**config.mk**
```make
export PLATFORM = sky130hd
export DESIGN_NAME = posit_op_issuer
export DESIGN_NICKNAME = d
export VERILOG_FILES = /design/src/rtl/posit_pkg.sv /design/src/rtl/posit_op_issuer_fifo.sv /design/src/rtl/posit_op_issuer.sv
export SDC_FILE = /design/constraint.sdc
export NUM_CORES = 1
export LEC_CHECK = 0
export ABC_AREA = 0
export CAP_MARGIN = 20
export CORE_MARGIN = 5
export CORE_UTILIZATION = 58
export CTS_BUF_LIST = sky130_fd_sc_hd__clkbuf_4
export CTS_CLUSTER_SIZE = 30
export DETAILED_ROUTE_END_ITERATION = 10
export PLACE_DENSITY = 0.95
export RECOVER_POWER = 100
export SLEW_MARGIN = 20
export SYNTH_ARGS = -nofsm -noshare
export SYNTH_HDL_FRONTEND = slang
export SYNTH_HIERARCHICAL = 1
export SYNTH_SLANG_ARGS = --single-unit
```
**constraint.sdc**
```tcl
create_clock -name clk_i -period 6.9 [get_ports clk_i]
set_input_delay 1.38 -clock clk_i [delete_from_list [all_inputs] [get_ports clk_i]]
set_output_delay 1.38 -clock clk_i [all_outputs]
set_load 0.01 [all_outputs]
```
**src/rtl/posit_pkg.sv**
```systemverilog
// Shared posit types: formats, operations, status flags, plus the issuer's
// state encoding and default-width request/response records.
package posit_pkg;

   typedef enum logic [1:0] {POSIT8, POSIT16, POSIT32, POSIT64} posit_format_e;

   function automatic int unsigned posit_width(posit_format_e fmt);
      case (fmt)
         POSIT8:  return 8;
         POSIT16: return 16;
         POSIT32: return 32;
         default: return 64;
      endcase
   endfunction

   typedef enum logic [1:0] {ADD, MUL, DIV, SQRT} operation_e;

   typedef struct packed {
      logic nv;
      logic dz;
      logic of;
      logic uf;
      logic nx;
   } status_t;

   typedef enum logic [1:0] {IDLE, ACTIVE, FLUSH} issuer_state_e;

   localparam int unsigned ISSUER_WIDTH     = posit_width(POSIT32);
   localparam int unsigned ISSUER_TAG_WIDTH = 4;

   typedef struct packed {
      operation_e                          op;
      logic [1:0][ISSUER_WIDTH-1:0]        operands;
      logic [ISSUER_TAG_WIDTH-1:0]         tag;
   } issue_req_t;

   typedef struct packed {
      logic [ISSUER_WIDTH-1:0]     result;
      status_t                     status;
      logic [ISSUER_TAG_WIDTH-1:0] tag;
   } rsp_t;

endpackage

```
**src/rtl/posit_op_issuer_fifo.sv**
```systemverilog
// Small synchronous FIFO with a combinational head; a push into a full FIFO
// is accepted only when a pop happens in the same cycle.
module posit_op_issuer_fifo #(
   parameter int unsigned DATA_WIDTH = 8,
   parameter int unsigned DEPTH      = 4
) (
   input  logic                  clk_i,
   input  logic                  rst_ni,
   input  logic                  clear_i,
   input  logic                  push_i,
   input  logic                  pop_i,
   input  logic [DATA_WIDTH-1:0] wdata_i,
   output logic [DATA_WIDTH-1:0] rdata_o,
   output logic                  empty_o
);
   localparam int unsigned PTR_W = $clog2(DEPTH);
   localparam int unsigned CNT_W = PTR_W + 1;

   logic [DATA_WIDTH-1:0] mem_reg [DEPTH];
   logic [PTR_W-1:0]      wr_ptr_reg, rd_ptr_reg;
   logic [CNT_W-1:0]      count_reg;
   logic                  full, do_push, do_pop;

   assign empty_o = (count_reg == '0);
   assign full    = (count_reg == CNT_W'(DEPTH));
   assign do_pop  = pop_i && !empty_o && !clear_i;
   assign do_push = push_i && (!full || do_pop) && !clear_i;
   assign rdata_o = mem_reg[rd_ptr_reg];

   always_ff @(posedge clk_i or negedge rst_ni) begin
      if (!rst_ni) begin
         for (int i = 0; i < int'(DEPTH); i++) mem_reg[i] <= '0;
      end else if (do_push) begin
         mem_reg[wr_ptr_reg] <= wdata_i;
      end
   end

   // Pointers wrap naturally because DEPTH is a power of two.
   always_ff @(posedge clk_i or negedge rst_ni) begin
      if (!rst_ni) begin
         wr_ptr_reg <= '0;
         rd_ptr_reg <= '0;
         count_reg  <= '0;
      end else if (clear_i) begin
         wr_ptr_reg <= '0;
         rd_ptr_reg <= '0;
         count_reg  <= '0;
      end else begin
         if (do_push) wr_ptr_reg <= wr_ptr_reg + 1'b1;
         if (do_pop)  rd_ptr_reg <= rd_ptr_reg + 1'b1;
         case ({do_push, do_pop})
            2'b10:   count_reg <= count_reg + 1'b1;
            2'b01:   count_reg <= count_reg - 1'b1;
            default: count_reg <= count_reg;
         endcase
      end
   end

endmodule

```
**src/rtl/posit_op_issuer.sv**
```systemverilog
// Credit-limited request sequencer for a posit op-group unit with in-order
// response buffering. Optional tag-order checking: POSIT_OP_ISSUER_TAG_CHECK_EN.
module posit_op_issuer
   import posit_pkg::*;
#(
   parameter int unsigned WIDTH     = posit_width(POSIT32),
   parameter int unsigned TAG_WIDTH = 4,
   parameter int unsigned RSP_DEPTH = 4
) (
   input  logic                     clk_i,
   input  logic                     rst_ni,
   input  logic                     flush_i,
   input  logic                     req_valid_i,
   output logic                     req_ready_o,
   input  operation_e               req_op_i,
   input  logic [1:0][WIDTH-1:0]    req_operands_i,
   input  logic [TAG_WIDTH-1:0]     req_tag_i,
   output logic [1:0][WIDTH-1:0]    unit_operands_o,
   output operation_e               unit_op_o,
   output logic [TAG_WIDTH-1:0]     unit_tag_o,
   output logic                     unit_in_valid_o,
   input  logic                     unit_in_ready_i,
   output logic                     unit_flush_o,
   input  logic [WIDTH-1:0]         unit_result_i,
   input  status_t                  unit_status_i,
   input  logic [TAG_WIDTH-1:0]     unit_tag_i,
   input  logic                     unit_out_valid_i,
   output logic                     unit_out_ready_o,
   input  logic                     unit_busy_i,
   output logic                     rsp_valid_o,
   input  logic                     rsp_ready_i,
   output logic [WIDTH-1:0]         rsp_result_o,
   output status_t                  rsp_status_o,
   output logic [TAG_WIDTH-1:0]     rsp_tag_o,
   output logic [$clog2(RSP_DEPTH):0] credit_o,
   output logic                     error_o
);
   localparam int unsigned CW = $clog2(RSP_DEPTH) + 1;

   typedef struct packed {
      operation_e              op;
      logic [1:0][WIDTH-1:0]   operands;
      logic [TAG_WIDTH-1:0]    tag;
   } req_w_t;

   typedef struct packed {
      logic [WIDTH-1:0]     result;
      status_t              status;
      logic [TAG_WIDTH-1:0] tag;
   } rsp_w_t;

   issuer_state_e  state_reg, state_next;
   req_w_t         issue_reg;
   logic           issue_full_reg;
   logic [CW-1:0]  credit_reg;
   logic           unit_flush_reg;
   logic           run_reg;
   logic           flush_clear, unit_hs, req_accept, out_hs, rsp_pop, rsp_empty;
   rsp_w_t         rsp_push_data, rsp_head;

   assign flush_clear     = flush_i || (state_reg == FLUSH);
   assign unit_in_valid_o = issue_full_reg && (credit_reg < CW'(RSP_DEPTH));
   assign unit_hs         = unit_in_valid_o && unit_in_ready_i;
   assign req_accept      = req_valid_i && req_ready_o;
   assign out_hs          = unit_out_valid_i && unit_out_ready_o;
   assign rsp_valid_o     = !rsp_empty && (state_reg != FLUSH);
   assign rsp_pop         = rsp_valid_o && rsp_ready_i;

   assign unit_operands_o = issue_reg.operands;
   assign unit_op_o       = issue_reg.op;
   assign unit_tag_o      = issue_reg.tag;
   assign unit_flush_o    = unit_flush_reg;
   assign credit_o        = credit_reg;

   always_comb begin
      state_next       = state_reg;
      req_ready_o      = 1'b0;
      unit_out_ready_o = 1'b0;
      case (state_reg)
         IDLE, ACTIVE: begin
            // run_reg keeps the ready outputs low while reset is held.
            req_ready_o      = run_reg && (!issue_full_reg || unit_hs);
            unit_out_ready_o = run_reg;
            if (state_reg == IDLE) begin
               if (req_valid_i && req_ready_o) state_next = ACTIVE;
            end else if (credit_reg == '0 && !issue_full_reg && !(req_valid_i && req_ready_o)) begin
               state_next = IDLE;
            end
         end
         FLUSH: if (!unit_busy_i) state_next = IDLE;
         default: state_next = IDLE;
      endcase
      if (flush_i) state_next = FLUSH;
   end

   always_ff @(posedge clk_i or negedge rst_ni) begin
      if (!rst_ni) begin
         state_reg      <= IDLE;
         unit_flush_reg <= 1'b0;
         run_reg        <= 1'b0;
      end else begin
         state_reg      <= state_next;
         unit_flush_reg <= (state_next == FLUSH) && (state_reg != FLUSH);
         run_reg        <= 1'b1;
      end
   end

   always_ff @(posedge clk_i or negedge rst_ni) begin
      if (!rst_ni) begin
         issue_reg      <= '0;
         issue_full_reg <= 1'b0;
      end else if (flush_clear) begin
         issue_full_reg <= 1'b0;
      end else if (req_accept) begin
         issue_reg      <= '{op: req_op_i, operands: req_operands_i, tag: req_tag_i};
         issue_full_reg <= 1'b1;
      end else if (unit_hs) begin
         issue_full_reg <= 1'b0;
      end
   end

   // Credit covers in-flight plus buffered results, so a unit result always
   // finds FIFO space; the decrement saturates against stray unit outputs.
   always_ff @(posedge clk_i or negedge rst_ni) begin
      if (!rst_ni) begin
         credit_reg <= '0;
      end else if (flush_clear) begin
         credit_reg <= '0;
      end else begin
         case ({unit_hs, rsp_pop})
            2'b10:   credit_reg <= credit_reg + 1'b1;
            2'b01:   if (credit_reg != '0) credit_reg <= credit_reg - 1'b1;
            default: credit_reg <= credit_reg;
         endcase
      end
   end

   assign rsp_push_data = '{result: unit_result_i, status: unit_status_i, tag: unit_tag_i};

   posit_op_issuer_fifo #(
      .DATA_WIDTH ($bits(rsp_w_t)),
      .DEPTH      (RSP_DEPTH)
   ) u_rsp_fifo (
      .clk_i   (clk_i),
      .rst_ni  (rst_ni),
      .clear_i (flush_clear),
      .push_i  (out_hs),
      .pop_i   (rsp_pop),
      .wdata_i (rsp_push_data),
      .rdata_o (rsp_head),
      .empty_o (rsp_empty)
   );

   assign rsp_result_o = rsp_head.result;
   assign rsp_status_o = rsp_head.status;
   assign rsp_tag_o    = rsp_head.tag;

`ifdef POSIT_OP_ISSUER_TAG_CHECK_EN
   logic [TAG_WIDTH-1:0] exp_tag;
   logic                 tag_empty;
   logic                 error_reg;

   posit_op_issuer_fifo #(
      .DATA_WIDTH (TAG_WIDTH),
      .DEPTH      (RSP_DEPTH)
   ) u_tag_fifo (
      .clk_i   (clk_i),
      .rst_ni  (rst_ni),
      .clear_i (flush_clear),
      .push_i  (unit_hs),
      .pop_i   (out_hs),
      .wdata_i (unit_tag_o),
      .rdata_o (exp_tag),
      .empty_o (tag_empty)
   );

   always_ff @(posedge clk_i or negedge rst_ni) begin
      if (!rst_ni) begin
         error_reg <= 1'b0;
      end else if (out_hs && !flush_clear && (tag_empty || exp_tag != unit_tag_i)) begin
         error_reg <= 1'b1;
      end
   end

   assign error_o = error_reg;
`else
   assign error_o = 1'b0;
`endif

endmodule
```
==> flow_summary.toml <==
[clocking]
clockBufferDepth = 3
cts.repair.resized = 0
htreeDepth = 3
cts_tree = "done"
cts_setup_buffers = 0
worstSkewPairLatency_ns = 0.64
root_buffer = "clkbuf_4"
cts_buffers = 67
holdBufCountCts = 0
cts.reportedPaths.clkPinSlew_ns = 0.06
clock-sinks = 249

[finish]
layout-drive-gt1-share = 0.1674
layout.nets = 1049
finalNonFillerCells = 1233
area_growth_pct = 17.48
largest_register_ffs = 164
final.fill_count = 1518
fin_area_mm2 = 0.01397

[yosys]
synth_top_family_by_area = "multiplexers"
synth_adder_area_share = 0.007576
synth_compound_area_frac = 0.01410
synthMuxAreaShare = 0.3735
synthTopCellsByArea = "dfrtp_1 (52%), mux2_4 (29%), mux4_2 (7.8%)"
synth_cells = 659
syn_avg_cell_area_um2 = 18.04
synthArstFlopShare = 1.000
synth_top_area_share = 0.5240
yosys-top-cells-count = "dfrtp_1 (249), mux2_4 (230), mux4_2 (41)"
synth_edf_count = 0
synthesis.nets = 784
synth-xor-area-share = 0.002210
synth-simple-area-share = 0.02662
ys.flop_type = "dfrtp_1"
seq_area_frac_synth = 0.5240
ys_ff_latch = 249
synth_area_mm2 = 0.01189
synth_cell_type_count = 48
synth_largest_area_cell = "dfrtp_1"
yosysWarnings = 6
yosysMostFrequentCell = "dfrtp_1"

[pwr]
power_leakage_nw = 6.620
powerDensity_mw_per_mm2 = 260.9
ir_worst_vdd_v = 0.0001379

[drt]
drc = 0
first_pass_iters = 4
antenna_left = 0
drtIter0Drc = 347
routed_via_density = 5.406
vias = 6665
wl_mm = 25.62
wl_per_cell_um = 20.78

[worst_setup_path]
slowest_delay_ns = 1.17
critical_path.max_fanout = 24
crit_arrival_ns = 3.96
path_class = "flip-flop to output port"
path_delay_family = "buffers and inverters"
end_kind = "output port"
startpoint_type = "flip-flop"
timing.critical_path.slowest_stage_cell = "dfrtp_1"
cp.required_ns = 5.52
critical_path_buf_inv_count = 2
crit_chain = "clkbuf_2 -> mux4_2 -> dlygate4sd3_1"

[timing]
tns_ns = 0
rsz0062_at_grt = "false"
fin_crit_ns = 5.336
worst_pin_slew_ns = 3.123
setup_viol = 0
slew_headroom = -1.082
skew_ns = 0.05522
max_freq_mhz = 187.4
drv_slew = 208
finalCritPeriodShare = 0.7733
hold_viol = 0

[global_route]
antenna_found_initial = 1
grt_pass1_vias = 7503
grt_usage = 0.2217
grt_pass1_wl_mm = 41.54
grt_max_degree = 135
grt_remaining_overflow = 0

[run]
cap_viol_max_count = 3

[place]
hpwl_mm = 16.94
dpl.cell_count = 1125
port_buffers = 237
gp_congestion = 0.8058
place_area_mm2 = 0.01406

[worst_hold_path]
min_path_type = "flip-flop to flip-flop"

[floorplan]
die_area_mm2 = 0.02347
die_width_um = 153.2
die_h_um = 153.2
coreArea_mm2 = 0.02023
placementRows = 52
ioPinCount = 239
start_util = 0.5877

[status]
violations = "capacitance limit, slew limit"
status = "finished with violations"
==> power by group <==
part	total (mW)	internal (mW)	switching, mW	leakage [nW]
Sequential	1.72	1.63	0.0895	3.29
Clock	1.23	0.650	0.578	0.472
Combinational	0.701	0.412	0.289	2.86
==> metal layers <==
layer	GRT usage	wire length, µm
met1	0.2845	10710
met2	0.3733	13100
met3	0.05400	1217
met4	0.07382	585
met5	0	0
==> per-stage QoR <==
step             util  power, mW  setup WS [ns]  hold slack [ns]
3_3_place_gp   0.6948      2.616          2.641           0.4834
2_1_floorplan       -      2.134          3.771           0.4464
6_report       0.6904      3.645          1.564           0.4685
5_1_grt        0.6904      3.838          1.124           0.4812
3_5_place_dp   0.6948      2.652          2.572           0.4708
4_1_cts        0.7334      3.914          2.280           0.4642
==> logic make-up after synthesis <==
group                      count (synthesis)
other                                      2
xor gates and xnor gates                   3
buffers and inverters                     51
AOI/OAI and AO/OA                         25
and+or+nand+nor                           46
DFF                                      249
adders and majority gates                  6
muxes                                    277
==> area by class of cell <==
type	instances	area, µm²	share of cell area
well taps	270	337.8	0.02418
repair buffers	240	2391	0.1712
multi-input cells	359	4198	0.3005
flip-flops and latches	249	6235	0.4463
clock inverters	15	88.84	0.006359
clock buffers	92	690.7	0.04944
diodes	1	2.502	0.0001791
inverters	7	26.28	0.001881
==> worst paths after layout <==
check / from / to / slack, ns / depth (start not counted)
setup / recovery: u_rsp_fifo/rd_ptr_reg[0] / rsp_result_o[17] / 1.56 / 3
hold reg to reg: state_reg[1] / state_reg[0] / 0.47 / 1
hold / removal: state_reg[1] / state_reg[0] / 0.47 / 1
max in group asynchronous: rst_ni / u_rsp_fifo/mem_reg[156] / 2.52 / 2
min in group asynchronous: rst_ni / unit_operands_o[39] / 0.81 / 1
setup reg to reg: credit_o[2] / unit_operands_o[40] / 2.61 / 4
==> cells in the final DEF (no fill, tap or decap), types with 2 or more instances in the layout <==
master           Yosys  final
o211ai_1             2      2
a311oi_1             2      2
mux4_2              41     41
a21oi_1              5      5
inv_2                0      3
conb_1               2      2
mux2i_1              2      2
dlygate4sd3_1        0    120
mux2_1               0    224
o21ai_0              5      6
nand2b_1             3      3
nor2b_1              3      3
clkdlybuf4s50_1      0    116
xor2_1               2      2
mux2_2               4      4
clkinv_1             0      9
nor3_1               6      6
nand3_4              4      4
ha_1                 4      4
nand3_1              3      3
a31oi_1              2      2
and2b_2              2      2
mux2_4             230      6
nand2_1              6      6
clkbuf_2             0      2
inv_1                7      7
fa_1                 2      2
clkbuf_4             0     92
dfrtp_1            249    248
nor2_1               9      9
Note: power is estimated with default switching activity, not from simulation.
